==> config.mk <==
export PLATFORM = sky130hd
export DESIGN_NAME = alu64_flat
export DESIGN_NICKNAME = d
export VERILOG_FILES = /design/src/rtl/alu_pkg.sv /design/src/rtl/alu64_if.sv /design/src/rtl/alu_addsub.sv /design/src/rtl/alu64.sv /design/src/flat_wrapper.sv
export SDC_FILE = /design/constraint.sdc
export NUM_CORES = 1
export LEC_CHECK = 0
export BUFFER_PORTS_ARGS = -buffer_cell sky130_fd_sc_hd__buf_2
export CAP_MARGIN = 25
export CORE_ASPECT_RATIO = 1.1
export CORE_UTILIZATION = 57
export CTS_BUF_LIST = sky130_fd_sc_hd__clkbuf_2
export DETAILED_ROUTE_END_ITERATION = 8
export HOLD_SLACK_MARGIN = 0.1
export PLACE_DENSITY = 0.87
export RECOVER_POWER = 100
export SYNTH_ARGS = -nofsm -noshare
export SYNTH_HDL_FRONTEND = slang
export SYNTH_SLANG_ARGS = --single-unit
==> constraint.sdc <==
create_clock -name clk -period 7.5 [get_ports clk]
set_clock_uncertainty 0.05 [all_clocks]
set_input_delay 2.25 -clock clk [delete_from_list [all_inputs] [get_ports clk]]
set_output_delay 2.25 -clock clk [all_outputs]
set_load 0.1 [all_outputs]
==> src/rtl/alu_pkg.sv <==
// ---------------------------------------------------------------------------
// alu_pkg -- shared definitions for the alu64 slice.
//   ALU_W    : default operand/result width (64).
//   alu_op_t : 4-bit ALU control encoding (AND, OR, ADD, SUB, PASS_B).
//   op_is_arith() : true for the codes that go through the adder.
// ---------------------------------------------------------------------------
package alu_pkg;

    localparam int ALU_W = 64;

    typedef enum logic [3:0] {
        ALU_AND   = 4'b0000,
        ALU_OR    = 4'b0001,
        ALU_ADD   = 4'b0010,
        ALU_SUB   = 4'b0110,
        ALU_PASSB = 4'b0111
    } alu_op_t;

    // Status flags (negative/carry/overflow) are only meaningful for adder ops.
    function automatic logic op_is_arith(input logic [3:0] op);
        return (op == ALU_ADD) || (op == ALU_SUB);
    endfunction

endpackage

==> src/rtl/alu64_if.sv <==
// ---------------------------------------------------------------------------
// alu64_if -- operand/result bundle for the registered ALU.
//   master : drives a, b, ALUControl; observes result, zero (+ flags).
//   slave  : the ALU itself; observes operands, drives result, zero (+ flags).
// Optional feature macro: ALU_FLAGS_EN adds negative, carry, overflow.
// ---------------------------------------------------------------------------
interface alu64_if
    import alu_pkg::*;
#(
    parameter int N = ALU_W
);
    logic [N-1:0] a;
    logic [N-1:0] b;
    logic [3:0]   ALUControl;
    logic [N-1:0] result;
    logic         zero;
`ifdef ALU_FLAGS_EN
    logic         negative;
    logic         carry;
    logic         overflow;
`endif

    modport master (
        output a, b, ALUControl,
        input  result, zero
`ifdef ALU_FLAGS_EN
        , input negative, carry, overflow
`endif
    );

    modport slave (
        input  a, b, ALUControl,
        output result, zero
`ifdef ALU_FLAGS_EN
        , output negative, carry, overflow
`endif
    );

endinterface

==> src/rtl/alu_addsub.sv <==
// ---------------------------------------------------------------------------
// alu_addsub -- N-bit combinational adder/subtractor.
//   a, b     : operands
//   sub      : 1 = a - b (b inverted, carry-in 1), 0 = a + b
//   sum      : N-bit result modulo 2^N
//   carry    : adder carry-out (for subtraction, 1 means no borrow)
//   overflow : signed two's-complement overflow
// ---------------------------------------------------------------------------
module alu_addsub
    import alu_pkg::*;
#(
    parameter int N = ALU_W
) (
    input  logic [N-1:0] a,
    input  logic [N-1:0] b,
    input  logic         sub,
    output logic [N-1:0] sum,
    output logic         carry,
    output logic         overflow
);

    logic [N-1:0] b_op_s;
    logic [N:0]   wide_s;

    // Conditionally invert b and run one extended-width add with carry-in = sub.
    always_comb begin
        b_op_s   = sub ? ~b : b;
        wide_s   = {1'b0, a} + {1'b0, b_op_s} + {{N{1'b0}}, sub};
        sum      = wide_s[N-1:0];
        carry    = wide_s[N];
        // Same-sign inputs to the adder producing a different-sign sum.
        overflow = (a[N-1] == b_op_s[N-1]) && (wide_s[N-1] != a[N-1]);
    end

endmodule

==> src/rtl/alu64.sv <==
// ---------------------------------------------------------------------------
// alu64 -- registered integer ALU for the LEGv8 datapath.
//   clk   : clock, all state on rising edge
//   reset : synchronous, active-high; clears result, sets zero
//   bus   : alu64_if.slave -- a, b, ALUControl in; result, zero out
// One cycle of latency, one operation per cycle, no handshake.
// Unknown control codes yield result 0 / zero 1.
// Optional feature macro: ALU_FLAGS_EN registers negative, carry, overflow
// (forced to 0 for logic, pass and unused codes).
// ---------------------------------------------------------------------------
module alu64
    import alu_pkg::*;
#(
    parameter int N = ALU_W
) (
    input  logic    clk,
    input  logic    reset,
    alu64_if.slave  bus
);

    alu_op_t      op_s;
    logic         sub_s;
    logic [N-1:0] sum_s;
    logic         carry_s;
    logic         overflow_s;
    logic [N-1:0] next_result_s;
    logic         next_zero_s;

    logic [N-1:0] result_r;
    logic         zero_r;

    assign op_s  = alu_op_t'(bus.ALUControl);
    assign sub_s = (bus.ALUControl == ALU_SUB);

    alu_addsub #(.N(N)) u_addsub (
        .a        (bus.a),
        .b        (bus.b),
        .sub      (sub_s),
        .sum      (sum_s),
        .carry    (carry_s),
        .overflow (overflow_s)
    );

    // Operation decode into the next result; unknown codes collapse to 0.
    always_comb begin
        next_result_s = {N{1'b0}};
        case (op_s)
            ALU_AND:   next_result_s = bus.a & bus.b;
            ALU_OR:    next_result_s = bus.a | bus.b;
            ALU_ADD:   next_result_s = sum_s;
            ALU_SUB:   next_result_s = sum_s;
            ALU_PASSB: next_result_s = bus.b;
            default:   next_result_s = {N{1'b0}};
        endcase
        next_zero_s = ~|next_result_s;
    end

    // Output register for result and zero; reset discards the presented op.
    always_ff @(posedge clk) begin
        if (reset) begin
            result_r <= {N{1'b0}};
            zero_r   <= 1'b1;
        end else begin
            result_r <= next_result_s;
            zero_r   <= next_zero_s;
        end
    end

    assign bus.result = result_r;
    assign bus.zero   = zero_r;

`ifdef ALU_FLAGS_EN
    logic arith_s;
    logic negative_r;
    logic carry_r;
    logic overflow_r;

    assign arith_s = op_is_arith(bus.ALUControl);

    // Status flag register; flags only report on adder operations.
    always_ff @(posedge clk) begin
        if (reset) begin
            negative_r <= 1'b0;
            carry_r    <= 1'b0;
            overflow_r <= 1'b0;
        end else begin
            negative_r <= arith_s & next_result_s[N-1];
            carry_r    <= arith_s & carry_s;
            overflow_r <= arith_s & overflow_s;
        end
    end

    assign bus.negative = negative_r;
    assign bus.carry    = carry_r;
    assign bus.overflow = overflow_r;
`else
    // Adder status outputs have no consumer when the flag ports are absent.
    logic unused_flags_s;
    assign unused_flags_s = carry_s ^ overflow_s;
`endif

endmodule

==> src/flat_wrapper.sv <==
// flat-port wrapper written by rule: the top's interface ports become plain ports
module alu64_flat import alu_pkg::*;
#(
    parameter int N = ALU_W
)
  (clk, reset, bus_a, bus_b, bus_ALUControl, bus_result, bus_zero);
  alu64_if #(.N(N)) bus_i ();
  input  logic clk;
  input  logic reset;
  input wire logic [$bits(bus_i.a)-1:0] bus_a;
  input wire logic [$bits(bus_i.b)-1:0] bus_b;
  input wire logic [$bits(bus_i.ALUControl)-1:0] bus_ALUControl;
  output wire logic [$bits(bus_i.result)-1:0] bus_result;
  output wire logic [$bits(bus_i.zero)-1:0] bus_zero;
  assign bus_i.a = bus_a;
  assign bus_i.b = bus_b;
  assign bus_i.ALUControl = bus_ALUControl;
  assign bus_result = bus_i.result;
  assign bus_zero = bus_i.zero;
  alu64 #(.N(N)) u_core (.clk(clk), .reset(reset), .bus(bus_i));
endmodule
==> flow_summary.yaml, run 1 <==
clock_tree:
  htreeDepth: 3
  holdBufCountCts: 0
  ctsResizeCount: 0
  cts_root_buf: "clkbuf_2"
  cts_buffer_depth: 2
  numCtsBuffers: 9
  cts_tree: "done"
  cts.repair_timing.setup_buffer_count: 0
  cts_sinks: 65
  clkTransAtPathRegs_ns: 0.23
synthesis:
  synth_nets: 1410
  synth-compound-area-share_pct: 29.7
  yosysTopAreaCell: "dfxtp_1"
  synthTopCellsByArea: "dfxtp_1, ha_1, xnor2_1"
  synthMuxAreaShare_pct: 0.924
  synth_edf_count: 0
  synth_top_area_share_pct: 14.8
  synth_xor_area_share_pct: 10.3
  synth-simple-area-share_pct: 21.8
  netlist_top_cells_count: "nor2_1, a21oi_1, nand2_1"
  synth_cells: 1203
  seq_area_frac_synth_pct: 14.8
  syn_avg_cell_area_sq_um: 7.31
  synth_ff_type: "dfxtp_1"
  async_flop_share_pct: 0
  post-synth-top-count-cell: "nor2_1"
  synthAdderAreaFrac_pct: 17.7
  synth_top_family_by_area: "compound AO/OA/AOI/OAI gates"
  ys_types: 81
  synth-warning-count: 0
  yosys_register_bits: 65
  syn_area_sq_um: 8800
floorplan:
  row_count: 47
  initial_core_util_pct: 58.4
  core_sq_um: 15100
  dieArea_sq_um: 15900
  die_h_um: 132
  ios: 199
  dieWidth_um: 120
drt:
  wl_um: 33100
  wl_per_cell_um: 21.4
  drc: 0
  ant_nets: 0
  drt_pre_antenna_iters: 7
  via_count: 10300
  vias_per_cell: 6.68
  drt_iter0_drc: 990
sta:
  rsz0062_at_grt: "false"
  worst_slack_ns: 0.562
  max_freq_mhz: 144
  fin_crit_sh_pct: 92.5
  tns_ns: 0
  relSlewSlack_pct: -88.3
  setup_viol: 0
  tightestPinTransition_ns: 2.83
  period_minus_slack_ns: 6.94
  final_hold_viol_count: 0
  drv_slew: 54
placement:
  post-dp-hpwl_um: 25700
  dp_cells: 1529
  port_buffers: 198
  dp_worst_setup_slack_ns: 0.469
  gp_congestion: 1.05
hold_path:
  worstHoldStart: "bus_a[1]"
  min_path_type: "in2reg"
global_route:
  grt_max_degree: 69
  grt.total_usage_pct: 40.8
  first_global_vias: 9761
  antenna_found_initial: 2
  grt_pass1_wl_um: 51100
  overflow: 0
critical_path:
  cp_num_buf_inv: 1
  cp_slowest_cell: "a221oi_1"
  worstPathRequired_ns: 7.97
  cp-startpoint: "bus_ALUControl[1]"
  path_delay_family: "compound AO/OA/AOI/OAI gates"
  crit_arrival_ns: 7.41
  critical-path-max-stage-delay_ns: 0.63
  path_class: "in2reg"
  crit_fanout: 18
  path_cells: "buf_2 > nor3b_1 > nand2_4 > xnor2_1 > ha_1 > and4b_1 > a221oi_1 > o31a_4 > o21ai_0 > a41oi_1 > o21ai_0 > xor2_1 > a21oi_1 > nand4_1 > nor3_1 > nand4_1 > o41ai_2"
  start_kind: "input pin"
  critPathCaptureType: "register"
outcome:
  status: "complete, but fails checks"
  violations: "max-capacitance violations, max-slew violations"
power:
  static-leakage-power_uw: 0.00398
  p_per_area_nw_per_um2: 154
  finalPower_uw: 1510
  vdd_drop_max_mv: 0.114
layout:
  area_growth_pct: 11.3
  stdcell_count: 1547
  drive_gt1_share_pct: 13.8
  final_util_pct: 65.0
  n_fill_cell: 1465
  layout.nets: 1551
flow_run:
  maxCapViolations: 1
-- metrics by stage --
stage | area [sq um] | hold WS, ns
after floorplan | 8800 | 2.42
after global placement | 9810 | 2.64
after detailed placement | 9810 | 2.65
after CTS | 9920 | 2.04
after global routing | 9790 | 2.05
final | 9790 | 2.05
-- tightest hold or removal path, delay by kind of cell --
kind	cells	cell delay (ns)
compound gates	1	0.07
simple gates	1	0.08
buf+inv	1	0.12
fa+ha+maj	1	0.16
-- sequential cells by signal (all words and copies together), names as in the netlist --
| signal | cells |
|---|---|
| u_core.bus.result | 64 |
| u_core.bus.zero | 1 |
-- kinds of logic after synthesis --
| family | after synthesis |
|---|---|
| AO/OA/AOI/OAI | 389 |
| XOR/XNOR | 103 |
| buffers and inverters | 101 |
| flip-flops | 65 |
| multiplexers | 8 |
| adder cells (fa/ha/maj) | 136 |
| AND/OR/NAND/NOR | 401 |
-- cell type report --
class	count	area, sq um	share of cell area (%)
diodes	2	5.00	0.0511
clock buffers	9	45.0	0.460
inverters	16	60.1	0.613
well taps	196	245	2.51
flip-flops and latches	65	1300	13.3
repair buffers	215	1030	10.5
multi-input cells	1037	7040	71.9
clock inverters	7	70.1	0.716
-- where the power goes --
group / total, uW / switching, uW / internal [uW] / leakage (uW)
Combinational: 896 / 609 / 287 / 0.00338
Clock: 240 / 163 / 76.9 / 0.0000721
Sequential: 372 / 6.59 / 365 / 0.000530
Total: 1510 / 779 / 729 / 0.00398
-- layer usage --
layer	vias to the layer above	GRT usage [%]	wire, um	part of all wire (%)
met4	0	25.3	2080	6.3
met5	-	0	0	0
met1	4820	48.3	12900	39
met2	614	67.8	15400	46
li1	4735	-	-	-
met3	159	7.09	2750	8.3
-- path summary, 6_finish.rpt --
check / cells past startpoint / slack (ns) / endpoint
setup / recovery: 17 / 0.56 / u_core.bus.zero
hold / removal: 4 / 2.05 / u_core.bus.result[1]
-- cell usage in the layout, fill, tap and decap left out, types with 4 or more instances in the layout --
cell type    n
nor4_1       6
maj3_1      61
a22o_1       6
a221oi_1     6
xor2_1      22
inv_1       16
buf_4       14
xnor2_1     81
o21a_1      22
nor2_1     140
o31ai_1      8
mux2i_1      7
o211a_1      5
o211ai_1     7
buf_2      133
and2_0       6
or3_1       14
o22ai_1      5
clkbuf_2     9
and4_1       4
a211oi_1    11
or2_2        8
and2_1       8
clkbuf_1    68
dfxtp_1     65
nor2b_1      6
a21o_1      27
nand3_1     18
a21oi_1    115
a31oi_1     18
a22oi_1     55
nand2b_1     8
nand2_1    102
ha_1        72
nand4_1     37
nor3_1      20
and3_1       8
o21ai_0     52
o21bai_1     8
No activity file was read; power rests on OpenSTA's default activity.
==> inputs of run 2 (changes only) <==
RECOVER_POWER = unset   (was 100)
==> flow_summary.yaml, run 2 (synthesis results as in run 1) <==
layout:
  drive_gt1_share_pct: 19.3
  layout.nets: 1551
  mostFrequentLayoutCell: "buf_2"
  largest_reg_flops: 64
  stdcell_count: 1547
  area_growth_pct: 12.9
  final_cell_mix: "buf_2, nor2_1, a21oi_1"
  n_fill_cell: 1412
clock_tree:
  cts.repair_timing.setup_buffer_count: 0
  clkTransAtPathRegs_ns: 0.23
  cts_tree: "done"
  cts_buffer_depth: 2
  ctsResizeCount: 0
  holdBufCountCts: 0
  cts_root_buf: "clkbuf_2"
  numCtsBuffers: 9
  cts_sinks: 65
  htreeDepth: 3
global_route:
  grt_util_met1_pct: 48.3
  grt_use_met2_pct: 67.8
  grt_busiest_layer: "met2"
  first_global_vias: 9761
  grt_max_degree: 69
  grt.total_usage_pct: 40.8
  met3_usage_pct: 7.09
  antenna_found_initial: 2
  grt_pass1_wl_um: 51100
  overflow: 0
critical_path:
  critPathCaptureType: "register"
  crit_top_cell: "nand4_1"
  crit_fanout: 18
  critical-path-max-stage-delay_ns: 0.50
  worstPathRequired_ns: 7.98
  path_class: "in2reg"
  path_cells: "buf_2 > nor3b_4 > nand2_4 > buf_4 > xnor2_1 > ha_1 > nand4_1 > nor3_1 > nand4_1 > o2bb2ai_1 > o21a_1 > nor2_1 > mux2_1 > a211oi_1 > nand3_1 > nor4_1 > nand4_1 > o41ai_2"
  cp_slowest_cell: "ha_1"
  crit_arrival_ns: 7.06
  start_kind: "input pin"
power:
  vdd_drop_max_mv: 0.115
  finalPower_uw: 1520
  p_per_area_nw_per_um2: 153
  static-leakage-power_uw: 0.00428
sta:
  max_freq_mhz: 152
  timing.hold.ws_ns: 2.02
  setup_viol: 0
  final_hold_viol_count: 0
  tightestPinTransition_ns: 0.838
  period_minus_slack_ns: 6.58
  rsz0062_at_grt: "false"
  tns_ns: 0
  relSlewSlack_pct: 44.1
  drv_slew: 0
  fin_crit_sh_pct: 87.8
floorplan:
  row_count: 47
  dieArea_sq_um: 15900
  ios: 199
  initial_core_util_pct: 58.4
  core_sq_um: 15100
  die_h_um: 132
  dieWidth_um: 120
placement:
  dp_cells: 1529
  post-dp-hpwl_um: 25700
  port_buffers: 198
  gp_congestion: 1.05
outcome:
  status: "finished clean"
drt:
  vias_per_cell: 6.67
  drt_iter0_drc: 1023
  wl_um: 33100
  via_count: 10300
  ant_nets: 0
  wl_per_cell_um: 21.4
  drt_pre_antenna_iters: 6
  drc: 0
hold_path:
  min_path_type: "in2reg"
flow_run:
  maxCapViolations: 0
-- run 2: per-layer routing --
| layer | share of wire, % | wire length, um |
|---|---|---|
| met1 | 39 | 12900 |
| met2 | 46 | 15300 |
| met3 | 8.3 | 2760 |
| met4 | 6.6 | 2180 |
| met5 | 0 | 0 |
-- run 2: cell type report --
type                    instances  area [sq um]  area share [%]
inverters                      16          60.1           0.605
diodes                          2          5.00          0.0504
multi-input cells            1037          7080            71.3
well taps                     196           245            2.47
clock buffers                   9          45.0           0.454
flip-flops and latches         65          1300            13.1
repair buffers                215          1120            11.3
clock inverters                 7          70.1           0.706
-- run 2: stage by stage --
stage / instance area [sq um] / setup WS (ns) / util [%]
after floorplan: 8800 / 0.816 / -
after global placement: 9810 / 0.578 / 65.2
after detailed placement: 9810 / 0.469 / 65.2
after CTS: 9920 / 1.06 / 65.9
after global routing: 9930 / 0.679 / 65.9
final: 9930 / 0.917 / 65.9
-- run 2: where the power goes --
group / internal (uW) / total (uW) / switching, uW
sequential: 365 / 371 / 6.06
clock: 76.9 / 241 / 164
combinational: 295 / 907 / 611
total: 737 / 1520 / 781
-- run 2: critical path, delay by kind of cell --
family | cells | cell delay (ns)
adder cells (fa/ha/maj) | 1 | 0.50
buffers and inverters | 2 | 0.47
AND/OR/NAND/NOR | 9 | 2.11
AO/OA/AOI/OAI | 4 | 1.22
XOR/XNOR | 1 | 0.16
multiplexers | 1 | 0.32
-- run 2: path summary, 6_finish.rpt --
path / from / end / cells past startpoint
setup / recovery: bus_ALUControl[1] / u_core.bus.zero / 18
hold / removal: bus_b[4] / u_core.bus.result[4] / 5
